--- src/rtl/lfsr_gen_if.sv ---
// lfsr_gen_if -- control/data bundle for the lfsr_gen sequence generator.
//
//   ena   advance the state by STEPS single steps this cycle
//   dir   0 = forward, 1 = backward (only meaningful with ena)
//   load  replace the state with seed this cycle
//   seed  value written by load (any value, including 0)
//   out   current registered state
//   wrap  registered one-cycle pulse: the last advance passed through state 0
//
// master: the agent driving the generator; slave: the generator itself.
interface lfsr_gen_if #(
   parameter int unsigned WIDTH = 20
);
   logic             ena;
   logic             dir;
   logic             load;
   logic [WIDTH-1:0] seed;
   logic [WIDTH-1:0] out;
   logic             wrap;

   modport master (
      output ena, dir, load, seed,
      input  out, wrap
   );

   modport slave (
      input  ena, dir, load, seed,
      output out, wrap
   );
endinterface

--- src/rtl/lfsr_gen.sv ---
// lfsr_gen -- full-period (2^WIDTH, including all-zero) pseudo-random
// sequence generator with programmable taps, STEPS steps per clock,
// reversible stepping, seed load and a wrap pulse.
//
// Ports:
//   clk   sole clock, rising edge
//   rst   synchronous, active-high: out <= 0, wrap <= 0
//   bus   lfsr_gen_if.slave: ena, dir, load, seed in; out, wrap out
//
// Per-edge priority: rst > load > ena > hold.
module lfsr_gen #(
   parameter int unsigned          WIDTH = 20,
   parameter logic [WIDTH-1:0]     TAPS  = 20'h90000,
   parameter int unsigned          STEPS = 1
) (
   input  logic      clk,
   input  logic      rst,
   lfsr_gen_if.slave bus
);

   // Elaboration-time legality checks.
   if (WIDTH < 3 || WIDTH > 32) begin : g_bad_width
      $error("lfsr_gen: WIDTH=%0d outside 3..32", WIDTH);
   end
   if (STEPS < 1 || STEPS > WIDTH) begin : g_bad_steps
      $error("lfsr_gen: STEPS=%0d outside 1..WIDTH", STEPS);
   end
   if (TAPS[WIDTH-1] == 1'b0) begin : g_bad_taps
      $error("lfsr_gen: TAPS[WIDTH-1] must be set");
   end

   // Forward single step. The zero-detect term splices state 0 between
   // 100..0 and 0..01 so the period covers all 2^WIDTH states.
   function automatic logic [WIDTH-1:0] step_fwd(input logic [WIDTH-1:0] s);
      logic f;
      f = (^(s & TAPS)) ^ (s[WIDTH-2:0] == '0);
      return {s[WIDTH-2:0], f};
   endfunction

   // Backward single step: recovers the bit shifted out by the forward
   // step, since n[0] = s[W-1] ^ ^(s[W-2:0] & TAPS[W-2:0]) ^ zero(s[W-2:0]).
   function automatic logic [WIDTH-1:0] step_bwd(input logic [WIDTH-1:0] n);
      logic b;
      b = n[0] ^ (^(n[WIDTH-1:1] & TAPS[WIDTH-2:0])) ^ (n[WIDTH-1:1] == '0);
      return {b, n[WIDTH-1:1]};
   endfunction

   logic [WIDTH-1:0] state_q;
   logic             wrap_q;
   logic [WIDTH-1:0] state_adv;
   logic             zero_hit;

   // STEPS chained single steps in the selected direction; zero_hit
   // records whether any intermediate state s1..sSTEPS is all-zero.
   always_comb begin
      logic [WIDTH-1:0] s;
      s        = state_q;
      zero_hit = 1'b0;
      for (int unsigned i = 0; i < STEPS; i++) begin
         s        = bus.dir ? step_bwd(s) : step_fwd(s);
         zero_hit = zero_hit | (s == '0);
      end
      state_adv = s;
   end

   always_ff @(posedge clk) begin
      if (rst) begin
         state_q <= '0;
         wrap_q  <= 1'b0;
      end else if (bus.load) begin
         state_q <= bus.seed;
         wrap_q  <= 1'b0;
      end else if (bus.ena) begin
         state_q <= state_adv;
         wrap_q  <= zero_hit;
      end else begin
         wrap_q  <= 1'b0;
      end
   end

   assign bus.out  = state_q;
   assign bus.wrap = wrap_q;

endmodule

--- src/flat_wrapper.sv ---
// flat-port wrapper written by rule: the top's interface ports become plain ports
module lfsr_gen_flat 
#(
   parameter int unsigned          WIDTH = 20,
   parameter logic [WIDTH-1:0]     TAPS  = 20'h90000,
   parameter int unsigned          STEPS = 1
)
  (clk, rst, bus_ena, bus_dir, bus_load, bus_seed, bus_out, bus_wrap);
  lfsr_gen_if #(.WIDTH(WIDTH)) bus_i ();
  input  logic clk;
  input  logic rst;
  input wire logic [$bits(bus_i.ena)-1:0] bus_ena;
  input wire logic [$bits(bus_i.dir)-1:0] bus_dir;
  input wire logic [$bits(bus_i.load)-1:0] bus_load;
  input wire logic [$bits(bus_i.seed)-1:0] bus_seed;
  output wire logic [$bits(bus_i.out)-1:0] bus_out;
  output wire logic [$bits(bus_i.wrap)-1:0] bus_wrap;
  assign bus_i.ena = bus_ena;
  assign bus_i.dir = bus_dir;
  assign bus_i.load = bus_load;
  assign bus_i.seed = bus_seed;
  assign bus_out = bus_i.out;
  assign bus_wrap = bus_i.wrap;
  lfsr_gen #(.WIDTH(WIDTH), .TAPS(TAPS), .STEPS(STEPS)) u_core (.clk(clk), .rst(rst), .bus(bus_i));
endmodule
--- config.mk ---
export PLATFORM = sky130hd
export DESIGN_NAME = lfsr_gen_flat
export DESIGN_NICKNAME = d
export VERILOG_FILES = /design/src/rtl/lfsr_gen_if.sv /design/src/rtl/lfsr_gen.sv /design/src/flat_wrapper.sv
export SDC_FILE = /design/constraint.sdc
export NUM_CORES = 1
export LEC_CHECK = 0
export ABC_AREA = 1
export ABC_CLOCK_PERIOD_IN_PS = 3500
export BUFFER_PORTS_ARGS = -buffer_cell sky130_fd_sc_hd__buf_2
export CORE_UTILIZATION = 30
export DETAILED_ROUTE_END_ITERATION = 7
export MAX_ROUTING_LAYER = met4
export PLACE_DENSITY = 0.61
export REMOVE_ABC_BUFFERS = 1
export SYNTH_ARGS = -nofsm -noshare
export SYNTH_HDL_FRONTEND = slang
export SYNTH_SLANG_ARGS = --single-unit
--- constraint.sdc ---
create_clock -name clk -period 3.5 [get_ports clk]
set_input_delay 0.525 -clock clk [delete_from_list [all_inputs] [get_ports clk]]
set_output_delay 0.525 -clock clk [all_outputs]
set_load 0.02 [all_outputs]
==> results of run 1 <==
-- cell usage in the layout (no fill, tap or decap), drive strengths merged --
cell	count
xor2	2
nand4	2
o21ai	13
a31oi	4
clkbuf	4
nand2	74
buf	45
o22ai	13
inv	26
or2	3
a22oi	14
nor2	20
nand3	11
dfxtp	21
-- critical path, stage by stage --
cell and delay, ns:
buf_2 0.24, nor2_2 0.66, inv_1 0.13, o21ai_0 0.18, nand2_1 0.06, nand2_1 0.06
-- layer usage --
metal,wire length (um),GRT usage
met5,0,-
met4,12,0.0313
met3,282,0.0433
met2,1690,0.292
met1,1720,0.221
-- report_power, final --
group | internal [mW] | switching [mW]
clock | 0.0813 | 0.0840
sequential | 0.255 | 0.0189
combinational | 0.0596 | 0.105
-- cell families (layout without fill, tap and decap cells) --
group,after synthesis,in the layout,share of synthesized area
flip-flops,21,21,0.318
buffers and inverters,36,75,0.121
XOR/XNOR,2,2,0.0132
AND/OR/NAND/NOR,110,110,0.336
AO/OA/AOI/OAI,44,44,0.212
-- registers in the layout, summed over array words and instances (netlist names) --
signal           cells
u_core.bus.out      20
u_core.bus.wrap      1
-- through the flow --
stage	cell area, sq um	util
floorplan	1260	-
global placement	1550	0.376
detailed placement	1550	0.376
CTS	1590	0.387
global route	1590	0.387
finish	1590	0.387
-- path summary, 6_finish.rpt --
| path | from | end | slack [ns] | depth (start not counted) |
|---|---|---|---|---|
| setup / recovery | bus_load | u_core.bus.out[19]$_SDFFE_PP0P_ | 1.85 | 6 |
| hold / removal | u_core.bus.out[11]$_SDFFE_PP0P_ | u_core.bus.out[11]$_SDFFE_PP0P_ | 0.52 | 2 |
| setup reg to reg | u_core.bus.out[2]$_SDFFE_PP0P_ | u_core.bus.out[0]$_SDFFE_PP0P_ | 2.15 | 8 |
| hold reg to reg | u_core.bus.out[11]$_SDFFE_PP0P_ | u_core.bus.out[11]$_SDFFE_PP0P_ | 0.52 | 2 |
-- final cells by class --
type	instances	area (sq um)	area share
well taps	50	62.6	0.0393
clock buffers	4	45.0	0.0283
flip-flops and latches	21	420	0.264
multi-input cells	156	742	0.466
inverters	26	97.6	0.0613
repair buffers	45	225	0.141
==> run summary, run 1 <==
Status: finished clean
Final Instance Count excl. Fillers: 302
Hold_buf cts: 0
# Post-CTS Setup Buffers: 0
Final Setup Violations: 0
RSZ-0062 raised after global routing: false
CP arrival: 1.86 ns
CTS resizes: 0
Synth Register Bits: 21
Final Routed Wirelength: 3.70 mm
Ys flop type: dfxtp_1
Max Slew Vio Count: 0
Clock Pin Slew Worst Setup and Hold Paths: 0.08 ns
Hold crit path type: register to register
Share of post-route cells with drive strength above 1: 0.218
Total power: 0.604 mW
Synth Area per Inst: 6.21 sq um
CTS Buf Count: 3
Slew Limit Headroom: 0.495
Synth area leaders: dfxtp_1, nand2_1, a22oi_1
Die Wd: 68.4 um
All-Layer GR Usage: 0.178
Routed vias: 1501
Ys Warns: 0
Syn Std Cell Area: 0.00132 sq mm
Worst skew pair latency: 0.27 ns
Top-area cell type share of the netlist area: 0.318
Max Freq: 0.607 GHz
MaxCap Viol Count: 0
Crit end category: register
Final TNS setup: 0 ns
CTS max path bufs: 2
Post-synthesis sequential area ratio: 0.318
CP Data Required Time: 3.72 ns
Total grt overflow: 0
IR drop worst, VDD: 0.229 mV
Largest net degree at the start of global routing: 31
Routed Antenna Nets: 0
Ant. Diodes: 0
H-tree Lvls: 1
Post-synth EDFFs: 0
Pre-CTS WS: 1.60 ns
Die area: 0.00468 sq mm
Dpl hpwl: 2.73 mm
WS Path Type: input pin to register
Global-route wire length before repair: 6.13 mm
Ys async rst share: 0
Root Buffer: clkbuf_8
Tmin final: 1.65 ns
# IOs: 46
Initial drt markers: 93
Top-count cell post-synth: nand2_1
# fillers: 447
Fin crit share: 0.470
First drt pass iteration count: 4
Clock sink count: 21
Library cells used by synthesis: 22
CTS tree: built
Placed cells: 298
Setup ws final: 1.85 ns
Gpl congestion: 0.894
Worst-Margin Slew: 0.756 ns
Power per Cell Area: 379 mW/mm^2
Mean number of vias per cell: 4.97
DR DRC count: 0
Leading area contributor after synthesis: dfxtp_1
Vias in the first global route: 1412
Cells after Synth: 213
I/O Buffers: 45
Final hold vios: 0
Core area: 0.00412 sq mm
Rows: 23
Skew final: 0.00381 ns
CP Launch Type: input pin
Nets: 278
Synthesis-to-layout area growth: 20.4%
Leakage: 0.811 nW
Initial antenna violation count: 0
Commonest cells post-synth: nand2_1, inv_1, dfxtp_1
Routed WL per cell: 12.3 um
Initial core utilization: 0.321
Max Fanout on Critical Path: 22
Fin Hold WS: 0.518 ns
DIE HEIGHT: 68.4 um
Note: power is estimated with default switching activity, not from simulation.
==> inputs of run 2 (changes only) <==
ABC_CLOCK_PERIOD_IN_PS = 1500   (was 3500)
PLACE_DENSITY = 0.62   (was 0.61)
clock period = 1.5 ns   (was 3.5 ns; I/O delays follow)
==> run 2 against run 1 <==
Combinational power up 150%. Highest routed layer unchanged. Clock power up 130%. Clock skew about the same.
==> run summary, run 2 (synthesized netlist as in run 1, its figures left out) <==
Status: finished clean (unchanged)
All-Layer GR Usage: 0.172 (was 0.178)
Worst-Margin Slew: 0.285 ns (was 0.756 ns)
DIE HEIGHT: 68.4 um (unchanged)
Tmin final: 1.31 ns
Max Fanout on Critical Path: 5 (was 22)
R2R Setup Slk: 0.19 ns (was 2.15 ns)
Design Area, Final: 0.00167 sq mm (was 0.00159 sq mm)
Share of post-route cells with drive strength above 1: 0.248 (was 0.218)
CP Capture Point: u_core.bus.out[0]$_SDFFE_PP0P_ (was u_core.bus.out[19]$_SDFFE_PP0P_)
Crit end category: register (unchanged)
Worst skew pair latency: 0.26 ns (was 0.27 ns)
CTS max path bufs: 2 (unchanged)
WS Path Type: register to register (was input pin to register)
Routed vias: 1517 (was 1501)
Most common cell after layout, fill and taps aside: nand2_1 (unchanged)
WHS Path Cells: 3 (was 2)
# IOs: 46 (unchanged)
Fin crit share: 0.873
Final Setup Violations: 0 (unchanged)
Commonest non-fill, non-tap cells in the layout: nand2_1, buf_2, inv_1 (unchanged)
Max Slew Vio Count: 0 (unchanged)
Vias in the first global route: 1347 (was 1412)
CP Launch Type: register (was input pin)
Die Wd: 68.4 um (unchanged)
Clock Pin Slew Worst Setup and Hold Paths: 0.08 ns (about the same)
Hold crit path type: input pin to register (was register to register)
Rows: 23 (unchanged)
DR DRC count: 0 (unchanged)
Total grt overflow: 0 (unchanged)
Clock sink count: 21 (unchanged)
Final hold vios: 0 (unchanged)
CTS resizes: 0 (unchanged)
I/O Buffers: 45 (unchanged)
Mean number of vias per cell: 4.86 (was 4.97)
CTS Buf Count: 3 (unchanged)
Die area: 0.00468 sq mm (unchanged)
Slew Limit Headroom: 0.810 (was 0.495)
Max FFs per register: 20 (unchanged)
Most flops, register: u_core.bus.out (unchanged)
Skew final: 0.00365 ns (was 0.00381 ns)
Final TNS setup: 0 ns (unchanged)
Gpl congestion: 0.875 (was 0.894)
# Post-CTS Setup Buffers: 0 (unchanged)
RR Startpoint: u_core.bus.out[2]$_SDFFE_PP0P_ (unchanged)
CP Data Required Time: 1.66 ns (was 3.72 ns)
IR drop worst, VDD: 0.265 mV (was 0.229 mV)
MaxCap Viol Count: 0 (unchanged)
Hold_buf cts: 0 (unchanged)
Nets: 288 (was 278)
First drt pass iteration count: 4 (unchanged)
Routed Antenna Nets: 0 (unchanged)
Leakage: 0.861 nW (was 0.811 nW)
RSZ-0062 raised after global routing: false (unchanged)
FF-to-FF End: u_core.bus.out[0]$_SDFFE_PP0P_ (unchanged)
Regs by FF count: u_core.bus.out (20), u_core.bus.wrap (1) (unchanged)
Global-route wire length before repair: 5.92 mm (was 6.13 mm)
Initial core utilization: 0.321 (unchanged)
Ant. Diodes: 0 (unchanged)
Power per Cell Area: 851 mW/mm^2 (was 379 mW/mm^2)
Initial antenna violation count: 0 (unchanged)
Core Util, Final: 0.405 (was 0.387)
CP Launch Point: u_core.bus.out[2]$_SDFFE_PP0P_ (was bus_load)
Core area: 0.00412 sq mm (unchanged)
CTS tree: built (unchanged)
Final Instance Count excl. Fillers: 312 (was 302)
Reg2reg path depth: 8 (unchanged)
Placed cells: 308 (was 298)
Largest net degree at the start of global routing: 20 (was 31)
Final Routed Wirelength: 3.66 mm (was 3.70 mm)
Synthesis-to-layout area growth: 26.1% (was 20.4%)
Placed Area: 0.00162 sq mm (was 0.00155 sq mm)
Root Buffer: clkbuf_8 (unchanged)
Initial drt markers: 80 (was 93)
CP arrival: 1.47 ns (was 1.86 ns)
H-tree Lvls: 1 (unchanged)
Dpl hpwl: 2.82 mm (was 2.73 mm)
Fin Hold WS: 0.235 ns (was 0.518 ns)
Routed WL per cell: 11.7 um (was 12.3 um)
Max Freq: 0.763 GHz
## run 2: final cells by class
cell class | count | area, sq um
Sequential cell | 21 | 420
Multi-Input combinational cell | 156 | 742
Tap cell | 50 | 62.6
Timing Repair Buffer | 55 | 300
Inverter | 26 | 97.6
Clock buffer | 4 | 45.0
Fill cell | 485 | 2450
## run 2: where the power goes
group	total, mW	leakage, nW	internal (mW)	switching (mW)
clock network	0.376	0.0228	0.189	0.187
registers	0.636	0.173	0.595	0.0408
logic	0.407	0.664	0.157	0.250
## run 2: critical path, stage by stage (launching register included)
cell and delay (ns):
dfxtp_1 0.36, nor2_1 0.13, nand2_1 0.08, nor2_1 0.22, nand4_1 0.16, nand2_1 0.10
nand2_1 0.05, nand3_1 0.07, nand2_1 0.05
## run 2: worst min-delay path by stage
| stage | from | end | slack, ns |
|---|---|---|---|
| after global placement | u_core.bus.out[12]$_SDFFE_PP0P_ | u_core.bus.out[12]$_SDFFE_PP0P_ | 0.50 |
| after global routing | bus_seed[11] | u_core.bus.out[11]$_SDFFE_PP0P_ | 0.24 |
| after detailed placement | u_core.bus.out[12]$_SDFFE_PP0P_ | u_core.bus.out[12]$_SDFFE_PP0P_ | 0.51 |
| after floorplan | rst | u_core.bus.out[11]$_SDFFE_PP0P_ | 0.29 |
| final | bus_seed[12] | u_core.bus.out[12]$_SDFFE_PP0P_ | 0.24 |
| after CTS | bus_seed[1] | u_core.bus.out[1]$_SDFFE_PP0P_ | 0.23 |
## run 2: metrics by stage
stage	total power, mW	worst slack, ns
4_1_cts	1.43	0.209
5_1_grt	1.51	0.0385
6_report	1.42	0.190
2_1_floorplan	0.890	0.294
3_5_place_dp	1.06	0.151
3_3_place_gp	1.06	0.138
## run 2: layer usage
metal	wire (um)	track usage	up-vias
met5	0	-	-
met4	13	0.0391	0
met3	179	0.0267	2
met2	1590	0.267	38
met1	1880	0.233	682
li1	-	-	795
==> inputs of run 3 (changes only) <==
==> constraint.sdc (replaced) <==
create_clock -name clk -period 1.5 [get_ports clk]
set_input_delay 0.375 -clock clk [delete_from_list [all_inputs] [get_ports clk]]
set_output_delay 0.375 -clock clk [all_outputs]
set_load 0.02 [all_outputs]
==> run 3 against run 2 <==
Sequential power about the same. Critical endpoint unchanged. Clock skew shrank 0.0024 ns. Via count decreased by 0.99%. Clock power fell by 1%. Core utilization up 0.85 points. Cell area increased by 2.1%. First-iteration DRC count rose by 35%. Highest routed layer unchanged. Setup slack got worse by 0.022 ns. Maximum frequency down 1.7%. Final cell count up 0.32%.
==> run summary, run 3 (synthesized netlist as in run 1, its figures left out) <==
# IOs: 46 (unchanged)
Dpl hpwl: 2.95 mm (was 2.82 mm)
Vias in the first global route: 1298 (was 1347)
Core area: 0.00412 sq mm (unchanged)
IR drop worst, VDD: 0.279 mV (was 0.265 mV)
Commonest non-fill, non-tap cells in the layout: nand2_1, buf_2, inv_1 (unchanged)
Max FFs per register: 20 (unchanged)
# fillers: 459 (was 485)
All-Layer GR Usage: 0.177 (was 0.172)
Nets: 289 (was 288)
Power per Cell Area: 838 mW/mm^2 (was 851 mW/mm^2)
Die Wd: 68.4 um (unchanged)
Max Slew Vio Count: 0 (unchanged)
Area of the multi-input gates: 744 sq um (was 742 sq um)
Cell Chain, Critical Path: nor2_1 -> nand2_1 -> nor2_1 -> nand4_1 -> nand2_1 -> nand2_1 -> nand3_1 -> nand2_1 (unchanged)
Skew final: 0.00127 ns (was 0.00365 ns)
Initial core utilization: 0.321 (unchanged)
Synthesis-to-layout area growth: 28.8% (was 26.1%)
Slew Limit Headroom: 0.839 (was 0.810)
Status: finished clean (unchanged)
Rows: 23 (unchanged)
R2R Setup Slk: 0.17 ns (was 0.19 ns)
MaxCap Viol Count: 0 (unchanged)
Ant. Diodes: 0 (unchanged)
Hold_buf cts: 0 (unchanged)
Final TNS setup: 0 ns (unchanged)
H-tree Lvls: 1 (unchanged)
CP Launch Type: register (unchanged)
Crit path top cell by count: nand2_1 (unchanged)
Crit-path slowest cell: dfxtp_1 (unchanged)
Clock sink count: 21 (unchanged)
WS Path Type: register to register (unchanged)
Total grt overflow: 0 (unchanged)
Fin crit share: 0.888 (was 0.873)
Share of post-route cells with drive strength above 1: 0.255 (was 0.248)
CTS Buf Count: 3 (unchanged)
Routed Antenna Nets: 0 (unchanged)
Most common cell after layout, fill and taps aside: nand2_1 (unchanged)
Die area: 0.00468 sq mm (unchanged)
Worst skew pair latency: 0.26 ns (about the same)
Register area: 420 sq um (unchanged)
I/O Buffers: 45 (unchanged)
Leakage: 0.874 nW (was 0.861 nW)
DIE HEIGHT: 68.4 um (unchanged)
Gpl congestion: 0.912 (was 0.875)
Final Setup Violations: 0 (unchanged)
Routed WL per cell: 11.8 um (was 11.7 um)
Most flops, register: u_core.bus.out (unchanged)
Root Buffer: clkbuf_8 (unchanged)
Critical Path Max Stage Delay: 0.37 ns (was 0.36 ns)
Final Routed Wirelength: 3.71 mm (was 3.66 mm)
Tmin final: 1.33 ns (was 1.31 ns)
Final hold vios: 0 (unchanged)
Worst-Margin Slew: 0.239 ns (was 0.285 ns)
Crit end category: register (unchanged)
DR DRC count: 0 (unchanged)
CP Data Required Time: 1.66 ns (about the same)
CTS tree: built (unchanged)
First drt pass iteration count: 4 (unchanged)
Hold crit path type: input pin to register (unchanged)
Mean number of vias per cell: 4.80 (was 4.86)
CP arrival: 1.49 ns (was 1.47 ns)
Routed vias: 1502 (was 1517)
Max Fanout on Critical Path: 5 (unchanged)
Regs by FF count: u_core.bus.out (20), u_core.bus.wrap (1) (unchanged)
Largest net degree at the start of global routing: 20 (unchanged)
RSZ-0062 raised after global routing: false (unchanged)
CTS max path bufs: 2 (unchanged)
Max Freq: 0.751 GHz (was 0.763 GHz)
Global-route wire length before repair: 6.01 mm (was 5.92 mm)
Initial antenna violation count: 0 (unchanged)
Initial drt markers: 108 (was 80)
Clock Pin Slew Worst Setup and Hold Paths: 0.08 ns (about the same)
Total power: 1.43 mW (was 1.42 mW)
## run 3: cell count changes in the layout (fill, tap and decap cells not counted), sizes merged
cell and delta:
buf +1
## run 3: layer usage
layer / track usage / share of wire / up-vias
met5: - / 0 / -
met4: 0.0547 / 0.012 / 0
met3: 0.0250 / 0.047 / 5
met2: 0.263 / 0.46 / 33
met1: 0.245 / 0.49 / 660
li1: - / - / 804
## run 3: per-stage QoR
step	worst slack [ns]	hold WS (ns)	area, sq um	instances	util
3_5_place_dp	0.0325	0.516	1660	309	0.402
5_1_grt	0.0249	0.380	1700	313	0.414
3_3_place_gp	0.0382	0.504	1660	309	0.402
4_1_cts	0.149	0.385	1700	313	0.413
2_1_floorplan	0.294	0.444	1260	203	-
6_report	0.168	0.388	1700	313	0.414
## run 3: path summary, 6_finish.rpt
kind | start | cells after the start | to
setup reg to reg | u_core.bus.out[2]$_SDFFE_PP0P_ | 8 | u_core.bus.out[0]$_SDFFE_PP0P_
hold reg to reg | u_core.bus.out[12]$_SDFFE_PP0P_ | 2 | u_core.bus.out[12]$_SDFFE_PP0P_
hold / removal | bus_seed[11] | 3 | u_core.bus.out[11]$_SDFFE_PP0P_
setup / recovery | u_core.bus.out[2]$_SDFFE_PP0P_ | 8 | u_core.bus.out[0]$_SDFFE_PP0P_
## run 3: report_power, final
part	internal, mW	switching (mW)
combinational	0.166	0.252
clock	0.189	0.183
sequential	0.595	0.0429
total	0.950	0.477
## run 3: layout make-up
| class | instances | share of cell area |
|---|---|---|
| Multi-Input combinational cell | 156 | 0.437 |
| Timing Repair Buffer | 56 | 0.195 |
| Sequential cell | 21 | 0.247 |
| Clock buffer | 4 | 0.0265 |
| Tap cell | 50 | 0.0367 |
| Inverter | 26 | 0.0573 |
## run 3: what timing repair did
| action | CTS | global route |
|---|---|---|
| endpoints found under the setup margin | 0 | 1 |
| setup buffers | 0 | 0 |
| gates resized for setup | 0 | 1 |
| hold endpoints to repair | 0 | 0 |
## run 3: critical path, delay by kind of cell (launching register included)
kind | cells | cell delay, ns
flip-flops | 1 | 0.37
AND/OR/NAND/NOR | 8 | 0.87
